==> config.mk <==
export PLATFORM = sky130hd
export DESIGN_NAME = des_key_schedule
export DESIGN_NICKNAME = d
export VERILOG_FILES = /design/src/rtl/des_pkg.sv /design/src/rtl/des_pc2.sv /design/src/rtl/des_key_schedule.sv
export SDC_FILE = /design/constraint.sdc
export NUM_CORES = 1
export LEC_CHECK = 0
export ABC_AREA = 1
export BUFFER_PORTS_ARGS = -buffer_cell sky130_fd_sc_hd__buf_2
export CAP_MARGIN = 0
export CORE_MARGIN = 1.5
export CORE_UTILIZATION = 35
export CTS_CLUSTER_SIZE = 24
export DETAILED_ROUTE_END_ITERATION = 6
export HOLD_SLACK_MARGIN = 0.15
export PLACE_DENSITY_LB_ADDON = 0.1
export SYNTH_ARGS = -nofsm -noshare
export SYNTH_HDL_FRONTEND = slang
export SYNTH_SLANG_ARGS = --single-unit
==> constraint.sdc <==
create_clock -name clk_in -period 2.6 [get_ports clk_in]
set_input_delay 0.52 -clock clk_in [delete_from_list [all_inputs] [get_ports clk_in]]
set_output_delay 0.52 -clock clk_in [all_outputs]
set_load 0.02 [all_outputs]
==> src/rtl/des_pkg.sv <==
// Shared constants, permutation tables and rotate helpers for the DES key schedule.
// PC1/PC2 entries use the standard 1-based DES bit numbering (bit 1 = MSB).
package des_pkg;

    localparam int HALF_W = 28;
    localparam int CD_W   = 56;
    localparam int RK_W   = 48;
    localparam int KEY_W  = 56;
    localparam int ROUNDS = 16;

    typedef enum logic {
        ST_IDLE = 1'b0,
        ST_RUN  = 1'b1
    } sched_state_e;

    // Positions refer to the original 64-bit key, parity bits included.
    localparam int PC1 [CD_W] = '{
        57, 49, 41, 33, 25, 17,  9,
         1, 58, 50, 42, 34, 26, 18,
        10,  2, 59, 51, 43, 35, 27,
        19, 11,  3, 60, 52, 44, 36,
        63, 55, 47, 39, 31, 23, 15,
         7, 62, 54, 46, 38, 30, 22,
        14,  6, 61, 53, 45, 37, 29,
        21, 13,  5, 28, 20, 12,  4
    };

    localparam int PC2 [RK_W] = '{
        14, 17, 11, 24,  1,  5,
         3, 28, 15,  6, 21, 10,
        23, 19, 12,  4, 26,  8,
        16,  7, 27, 20, 13,  2,
        41, 52, 31, 37, 47, 55,
        30, 40, 51, 45, 33, 48,
        44, 49, 39, 56, 34, 53,
        46, 42, 50, 36, 29, 32
    };

    localparam logic [1:0] SHIFT [ROUNDS] = '{
        2'd1, 2'd1, 2'd2, 2'd2, 2'd2, 2'd2, 2'd2, 2'd2,
        2'd1, 2'd2, 2'd2, 2'd2, 2'd2, 2'd2, 2'd2, 2'd1
    };

    // Map an original key position (1..64, never a multiple of 8) onto the
    // bit index of the parity-stripped 56-bit input vector.
    function automatic int stripped_bit(input int pos);
        return KEY_W - (pos - (pos - 1) / 8);
    endfunction

    function automatic logic [1:0] shift_amt(input logic [4:0] round);
        if (round >= 5'd1 && round <= 5'd16) begin
            return SHIFT[4'(round - 5'd1)];
        end
        return 2'd1;
    endfunction

    function automatic logic [HALF_W-1:0] rotl_half(input logic [HALF_W-1:0] x,
                                                    input logic [1:0] n);
        return (n == 2'd2) ? {x[HALF_W-3:0], x[HALF_W-1:HALF_W-2]}
                           : {x[HALF_W-2:0], x[HALF_W-1]};
    endfunction

    function automatic logic [HALF_W-1:0] rotr_half(input logic [HALF_W-1:0] x,
                                                    input logic [1:0] n);
        return (n == 2'd2) ? {x[1:0], x[HALF_W-1:2]}
                           : {x[0], x[HALF_W-1:1]};
    endfunction

    function automatic logic [CD_W-1:0] rotl_cd(input logic [CD_W-1:0] cd,
                                                input logic [1:0] n);
        return {rotl_half(cd[CD_W-1:HALF_W], n), rotl_half(cd[HALF_W-1:0], n)};
    endfunction

    function automatic logic [CD_W-1:0] rotr_cd(input logic [CD_W-1:0] cd,
                                                input logic [1:0] n);
        return {rotr_half(cd[CD_W-1:HALF_W], n), rotr_half(cd[HALF_W-1:0], n)};
    endfunction

endpackage

==> src/rtl/des_pc2.sv <==
// Combinational PC-2 compression permutation: 56-bit CD register -> 48-bit round key.
// Eight CD positions are dropped by PC-2 by definition.
module des_pc2
    import des_pkg::*;
(
    input  logic [CD_W-1:0] cd_in,
    output logic [RK_W-1:0] key_out
);

    logic unused_cd;

    for (genvar i = 0; i < RK_W; i++) begin : g_bit
        assign key_out[RK_W-1-i] = cd_in[CD_W - PC2[i]];
    end

    assign unused_cd = ^cd_in;

endmodule

==> src/rtl/des_key_schedule.sv <==
// DES round-key generator: loads a parity-stripped key and streams K1..K16 (or K16..K1)
// over a valid/ready handshake. Define DES_KEY_SCHED_ABORT_EN to add the abort_in port.
module des_key_schedule
    import des_pkg::*;
#(
    parameter int IDX_W = 4
) (
    input  logic             clk_in,
    input  logic             rst_n_in,
    input  logic [KEY_W-1:0] sub_key_in,
    input  logic             sub_key_in_valid,
    input  logic             check_error_in,
    input  logic             mode_in,
`ifdef DES_KEY_SCHED_ABORT_EN
    input  logic             abort_in,
`endif
    output logic             sub_key_in_ready,
    output logic [RK_W-1:0]  round_key_out,
    output logic [IDX_W-1:0] round_idx_out,
    output logic             round_key_valid,
    input  logic             round_key_ready,
    output logic             sched_done,
    output logic             sched_err
);

    sched_state_e     state_q, state_d;
    logic [CD_W-1:0]  cd_q, cd_d;
    logic [IDX_W-1:0] idx_q, idx_d;
    logic             mode_q, mode_d;
    logic             done_q, done_d;
    logic             err_q, err_d;

    logic [CD_W-1:0]  pc1_key;
    logic             key_offer;
    logic             handshake;
    logic             last_idx;
    logic             abort_req;
    logic [4:0]       enc_round;
    logic [4:0]       dec_round;

    for (genvar i = 0; i < CD_W; i++) begin : g_pc1
        assign pc1_key[CD_W-1-i] = sub_key_in[stripped_bit(PC1[i])];
    end

`ifdef DES_KEY_SCHED_ABORT_EN
    assign abort_req = abort_in;
`else
    assign abort_req = 1'b0;
`endif

    assign key_offer = (state_q == ST_IDLE) && sub_key_in_valid;
    assign handshake = (state_q == ST_RUN) && round_key_ready;
    assign last_idx  = (idx_q == IDX_W'(ROUNDS - 1));
    // Encrypt moves to round idx+2; decrypt undoes the shift of current round 16-idx.
    assign enc_round = 5'(idx_q) + 5'd2;
    assign dec_round = 5'd16 - 5'(idx_q);

    always_ff @(posedge clk_in or negedge rst_n_in) begin
        if (!rst_n_in) begin
            state_q <= ST_IDLE;
            cd_q    <= '0;
            idx_q   <= '0;
            mode_q  <= 1'b0;
            done_q  <= 1'b0;
            err_q   <= 1'b0;
        end else begin
            state_q <= state_d;
            cd_q    <= cd_d;
            idx_q   <= idx_d;
            mode_q  <= mode_d;
            done_q  <= done_d;
            err_q   <= err_d;
        end
    end

    always_comb begin
        state_d = state_q;
        case (state_q)
            ST_IDLE: begin
                if (key_offer && !check_error_in) begin
                    state_d = ST_RUN;
                end
            end
            ST_RUN: begin
                if (abort_req || (handshake && last_idx)) begin
                    state_d = ST_IDLE;
                end
            end
            default: state_d = ST_IDLE;
        endcase
    end

    always_comb begin
        cd_d   = cd_q;
        idx_d  = idx_q;
        mode_d = mode_q;
        done_d = 1'b0;
        err_d  = 1'b0;
        if (key_offer) begin
            if (check_error_in) begin
                err_d = 1'b1;
            end else begin
                mode_d = mode_in;
                idx_d  = '0;
                // Decrypt starts from C16D16, which equals C0D0 after 28 total shifts.
                cd_d   = mode_in ? pc1_key : rotl_cd(pc1_key, 2'd1);
            end
        end else if (handshake && !abort_req) begin
            if (last_idx) begin
                done_d = 1'b1;
            end else begin
                idx_d = idx_q + IDX_W'(1);
                cd_d  = mode_q ? rotr_cd(cd_q, shift_amt(dec_round))
                               : rotl_cd(cd_q, shift_amt(enc_round));
            end
        end
    end

    always_comb begin
        sub_key_in_ready = (state_q == ST_IDLE);
        round_key_valid  = (state_q == ST_RUN);
        round_idx_out    = idx_q;
        sched_done       = done_q;
        sched_err        = err_q;
    end

    des_pc2 u_pc2 (
        .cd_in   (cd_q),
        .key_out (round_key_out)
    );

endmodule
Word level (Yosys, flattened, before mapping)
Memories as Yosys holds them, arrays and structs flattened.
Cells that the tools add are included.

operators by class
  multiplexer cells = 44
  order comparisons = 6
  add/subtract/negate cells = 5
  equality and inequality tests = 5
  reduce and logical (&&, ||, !) cells = 10
  bitwise logic cells = 4

operator list
  operator                                                                              number
  56-bit 2-to-1 mux                                                                     6
  28-bit 2-to-1 mux                                                                     4
  2-bit 2-to-1 mux                                                                      14
  4-bit 2-to-1 mux                                                                      4
  1-bit 2-to-1 mux                                                                      15
  5-bit by 1-bit greater-or-equal comparator with 1-bit output (second input constant)  2
  5-bit greater-or-equal comparator (second input constant)                             2
  5-bit <= comparator (second input constant)                                           2
  4-bit inverter with 5-bit output                                                      2
  4-bit by 1-bit subtractor with 4-bit output (second input constant)                   2
  1-bit logical AND                                                                     6
  4-bit by 2-bit adder with 5-bit output (second input constant)                        1
  5-bit by 4-bit subtractor with 5-bit output (first input constant)                    1
  4-bit by 1-bit adder with 4-bit output (second input constant)                        1
  2-bit == test (second input constant)                                                 2
  4-bit == test (second input constant)                                                 1
  2-bit inequality test (second input constant)                                         2
  3-bit AND reduction                                                                   1
  1-bit inverter                                                                        2
  1-bit case mux with 2 select lines                                                    1
  2-bit AND reduction                                                                   1
  2-bit nonzero test                                                                    1
  1-bit logical NOT                                                                     1

word-level totals
  input port bits = 62
  logic and storage cells = 82
  output and inout port bits = 56
  memory bits (read-only) = 64
  bits in registers = 64
  memories kept = 2

memories
  name              depth  width  read ports  clocked after Yosys merged registers in  write ports  line           source
  (name not given)  16     2      1           0                                        0            des_pkg.sv:52  return SHIFT[4'(round - 5'd1)];
  (name not given)  16     2      1           0                                        0            des_pkg.sv:52

Logic depth before layout (Yosys ltp)
  depth after elaboration = 17
  mapped depth = 16

Cells and area by module
A second synthesis with hierarchy kept.

second synthesis, totals
  cell total of the unflattened synthesis = 1065
  area total of the unflattened synthesis = 6531.3 sq um

by module, submodules not included
  module            instances  sequential area each (sq um)  cells each  area each (sq um)
  des_key_schedule  1          1601.5                        1017        6170.9
  des_pc2           1          0.0                           48          360.3

Worst setup path after synthesis
Ideal clock, no wire load.

  path kind = reg2reg
  start = reg idx_q[1] (netlist: round_idx_out[1])
  end = reg cd_q[54]
  library setup time = 77 ps
  required time = 2523 ps
  path buffers = 2
  stages on the path, launching flop included = 14
  data arrival time = 2121 ps
  setup slack = 402 ps
  cell sequence = dfrtp_1 inv_1 ha_1 nor2_1 nand3_1 nand2_2 nand2_2 nand2_4 buf_6 clkbuf_4 nand4_1 nand3_1 nand3_1 a21oi_1

between the ends
  word-level cells in the longest chain between the ends = 17

RTL lines
  element                                                                                                line                                            source
  start: declaration                                                                                     des_key_schedule.sv:28                          logic [IDX_W-1:0] idx_q, idx_d;
  start signal: assignment                                                                               des_key_schedule.sv:69                          idx_q <= idx_d;
  5-bit by 4-bit subtractor with 5-bit output or 4-bit by 2-bit adder with 5-bit output (tied branches)  des_key_schedule.sv:56, des_key_schedule.sv:55
  4-bit by 1-bit subtractor with 4-bit output (tied with other cells)                                    des_pkg.sv:52
  4-bit inverter with 5-bit output (not written as such) or 1-bit logical AND (tied branches)            des_pkg.sv:52, des_pkg.sv:51
  memory 16 x 2 bit or 1-bit 2-to-1 mux (tied branches)                                                  -
  2-bit 2-to-1 mux (not written as such) or 1-bit 2-to-1 mux (tied branches)                             des_pkg.sv:52, des_key_schedule.sv:109
  2-bit 2-to-1 mux (not written as such) or 1-bit 2-to-1 mux (tied branches)                             des_pkg.sv:52, des_key_schedule.sv:108
  2-bit 2-to-1 mux or 1-bit 2-to-1 mux (tied branches)                                                   des_pkg.sv:51, des_key_schedule.sv:99
  2-bit 2-to-1 mux                                                                                       des_pkg.sv:54                                   return 2'd1;
  2-bit 2-to-1 mux                                                                                       des_key_schedule.sv:109                         if (last_idx) begin
  2-bit 2-to-1 mux                                                                                       des_key_schedule.sv:108                         end else if (handshake && !abort_req) begin
  2-bit 2-to-1 mux                                                                                       des_key_schedule.sv:99                          if (key_offer) begin
  2-bit == test (on tied branches)                                                                       des_pkg.sv:65, des_pkg.sv:59
  28-bit 2-to-1 mux (on tied branches)                                                                   des_pkg.sv:65, des_pkg.sv:59
  56-bit 2-to-1 mux                                                                                      des_key_schedule.sv:113                         cd_d = mode_q ? rotr_cd(cd_q, shift_amt(dec_round))
  56-bit 2-to-1 mux                                                                                      des_key_schedule.sv:109
  56-bit 2-to-1 mux                                                                                      des_key_schedule.sv:108
  56-bit 2-to-1 mux                                                                                      des_key_schedule.sv:99
  end signal: assignment                                                                                 des_key_schedule.sv:61                          cd_q <= '0;
  end signal: assignment                                                                                 des_key_schedule.sv:68                          cd_q <= cd_d;
  end: declaration                                                                                       des_key_schedule.sv:27                          logic [CD_W-1:0] cd_q, cd_d;

Parallel ways exist; a longest one is shown, timed or not. The select of a mux whose other input is x is not followed.
A chain may end at the register's enable or synchronous reset.

Final worst setup path
  start = reg idx_q[2] (netlist: round_idx_out[2])
  end = reg cd_q[9]

The elaborated chain is that of the path after synthesis.

==> run_results.csv <==
group,metric,value,unit
clocking,insertion_delay,0.34,ns
logic_synthesis,synth_top_cell_area_share,24.52,%
run,drv_cap,0,
logic_synthesis,synth.yosys.seq_area_share,24.52,%
critical_path,crit_path_start,"round_idx_out[2]",
logic_synthesis,synth_cell_type_count,27,
logic_synthesis,syn-num-nets,1135,
logic_synthesis,synth_flop_cell,"dfrtp_1",
timing,slew-limit-headroom,48.88,%
drt,routed_wl,21260,µm
timing,skew,0.006889,ns
clocking,cts_sinks,64,
clocking,clkSlewWorstSetupHoldPaths,0.05,ns
timing,tightest_slew,0.7668,ns
status,violations,"DRC",
clocking,ctsLongestPathBuffers,2,
critical_path,path_max_fanout,56,
die,initial_core_util,35.99,%
logic_synthesis,syn-cell-area,0.006531,mm²
logic_synthesis,yosys_warnings,0,
global_route,grt_usage,22.05,%
logic_synthesis,synth_top_family_by_area,"simple AND/OR/NAND/NOR gates",
timing,finalHoldViolCount,0,
drt,via_per_inst,5.416,
critical_path,crit_arrival,2.60,ns
critical_path,required,2.86,ns
drt,drt_iter0_markers,714,
clocking,cts-root-buf,"clkbuf_16",
critical_path,cp-start-kind,"register",
placement,port_buffers,117,
timing,final_max_slew_viol_count,0,
logic_synthesis,synthMuxAreaShare,0,%
placement,place.gp.congestion,0.7973,
layout,nets,1149,
timing,rsz0062_at_grt,"no",
drt,first_pass_iters,7,
timing,setup-violations-final,0,
die,ios,118,
placement,hpwl,13320,µm
timing,finalCriticalPeriod,2.341,ns
logic_synthesis,synthAdderAreaFrac,1.533,%
logic_synthesis,ys_seq_elements,64,
die,fp.dieH,139.6,µm
clocking,post_cts_resized,0,
clocking,cts_hold_buf,0,
min_path,hold_class,"in -> async",
die,die_area,0.01949,mm²
logic_synthesis,synth-simple-area-share,40.38,%
timing,setup_tns,0,ns
logic_synthesis,synth_edf_count,0,
drt,vias,7111,
timing,hold_ws,0.2494,ns
drt,drc_errors,10,
clocking,cts_tree,"done",
global_route,grt_max_degree,114,
logic_synthesis,synth_top_area_cell,"dfrtp_1",
logic_synthesis,synth.area.top_cells,"dfrtp_1 25%, nand3_1 18%, nand2_1 11%",
timing,min_period_over_period,90.02,%
critical_path,worstSetupPathType,"reg -> reg",
logic_synthesis,synth_compound_area_share,13.95,%
logic_synthesis,syn_area_per_cell,6.133,µm²
timing,max_freq,427.2,MHz
layout,drive_gt1_share,16.51,%
drt,drt.antenna.violating_nets,0,
layout,diodes,0,
logic_synthesis,netlist_instances,1065,
logic_synthesis,synth_common_cells,"236 x nand3_1, 193 x nand2_1, 115 x a21oi_1",
die,row_count,49,
logic_synthesis,synth-async-reset-ratio,100.0,%
status,status,"finished with violations",
global_route,antenna_found_initial,0,
clocking,postCtsSetupBuffers,0,
die,die_x,139.6,µm
die,coreArea,0.01815,mm²
drt,wire_per_inst,16.19,µm
clocking,numCtsBuffers,9,
clocking,htree_levels,3,
global_route,grt_pass1_vias,6540,
global_route,overflow,0,
layout,area_delta_synth_final,9.732,%
critical_path,r2r-start,"round_idx_out[2]",
logic_synthesis,synth_xor_xnor_area_share,0,%
critical_path,worst_setup_path_end_kind,"register",
global_route,grt_pass1_wl,35180,µm
logic_synthesis,synthMostInstantiatedCell,"nand3_1",
## path summary, 6_finish.rpt
kind / slack, ns / to / cells after the start
min: 0.25 / cd_q[23] / 1
max reg2reg: 0.26 / cd_q[9] / 13
min in group clk_in: 0.40 / sched_err / 3
max in group asynchronous: 1.65 / cd_q[43] / 2
max: 0.26 / cd_q[9] / 13
min reg2reg: 0.57 / sched_done / 2
## final cells by class
| cell class | instances | area [µm²] |
|---|---|---|
| clock buffer | 13 | 250.2 |
| clock inverter | 3 | 17.52 |
| fill | 2012 | 10980 |
| inverter | 104 | 390.4 |
| multi-input combinational | 758 | 3684 |
| sequential | 64 | 1604 |
| tap | 229 | 286.5 |
| timing repair buffer | 142 | 934.6 |
## worst max-delay path, stage by stage, from the launching register on
cell and delay (ns):
dfrtp_2 0.47, inv_2 0.15, ha_1 0.23, nand2_1 0.11
nand2_1 0.07, nand2_1 0.07, nand2_1 0.11, nand2_2 0.07
nand2_4 0.07, buf_6 0.38, nand4_1 0.17, nand3_1 0.12
nand3_1 0.08, a21oi_1 0.14
## cell usage in the layout (no fill, tap or decap), types with 2 or more instances in the layout
master | Yosys | final
nand2_4 | 2 | 5
clkbuf_16 | 0 | 9
nor3_1 | 3 | 3
nand4_1 | 56 | 56
buf_12 | 0 | 12
buf_2 | 22 | 117
buf_6 | 14 | 3
clkinv_2 | 0 | 2
nand3_1 | 236 | 236
inv_1 | 99 | 97
dfrtp_1 | 64 | 62
inv_2 | 5 | 6
dfrtp_2 | 0 | 2
a21oi_1 | 115 | 115
nor2_2 | 3 | 3
clkbuf_1 | 33 | 3
buf_4 | 61 | 10
nor2_1 | 70 | 70
nand2_2 | 5 | 4
nand2_1 | 193 | 191
ha_1 | 8 | 8
o31ai_1 | 2 | 2
o21ai_0 | 58 | 58
## state kept, by name, summed over array words and instances (netlist names)
signal,count
mode_q,1
sched_err,1
round_key_valid,1
sched_done,1
cd_q,56
round_idx_out,4
## per-stage QoR
| stage | utilization, % | cell area [µm²] | cells | setup WS (ns) |
|---|---|---|---|---|
| floorplan | - | 6531 | 1065 | 0.4020 |
| global placement | 37.88 | 6874 | 1297 | 0.06828 |
| detailed placement | 37.88 | 6874 | 1297 | 0.07744 |
| CTS | 39.35 | 7142 | 1313 | 0.05938 |
| global route | 39.49 | 7167 | 1313 | 0.05266 |
| finish | 39.49 | 7167 | 1313 | 0.2594 |
## routing by layer
metal	up-vias	GRT usage [%]	routed length [µm]
met5	-	0	0
met4	0	3.934	226
met3	24	4.233	1163
met2	215	35.27	9744
met1	3327	31.23	10130
li1	3545	-	-
## cells by family after synthesis
| group | count (synthesis) |
|---|---|
| AO/OA/AOI/OAI | 179 |
| buffers and inverters | 243 |
| AND/OR/NAND/NOR | 571 |
| flip-flops | 64 |
| adder cells (fa/ha/maj) | 8 |
Power is left out: the tool's default activity adds up to more than one toggle a clock period on the data nets, which glitch-free logic cannot reach.
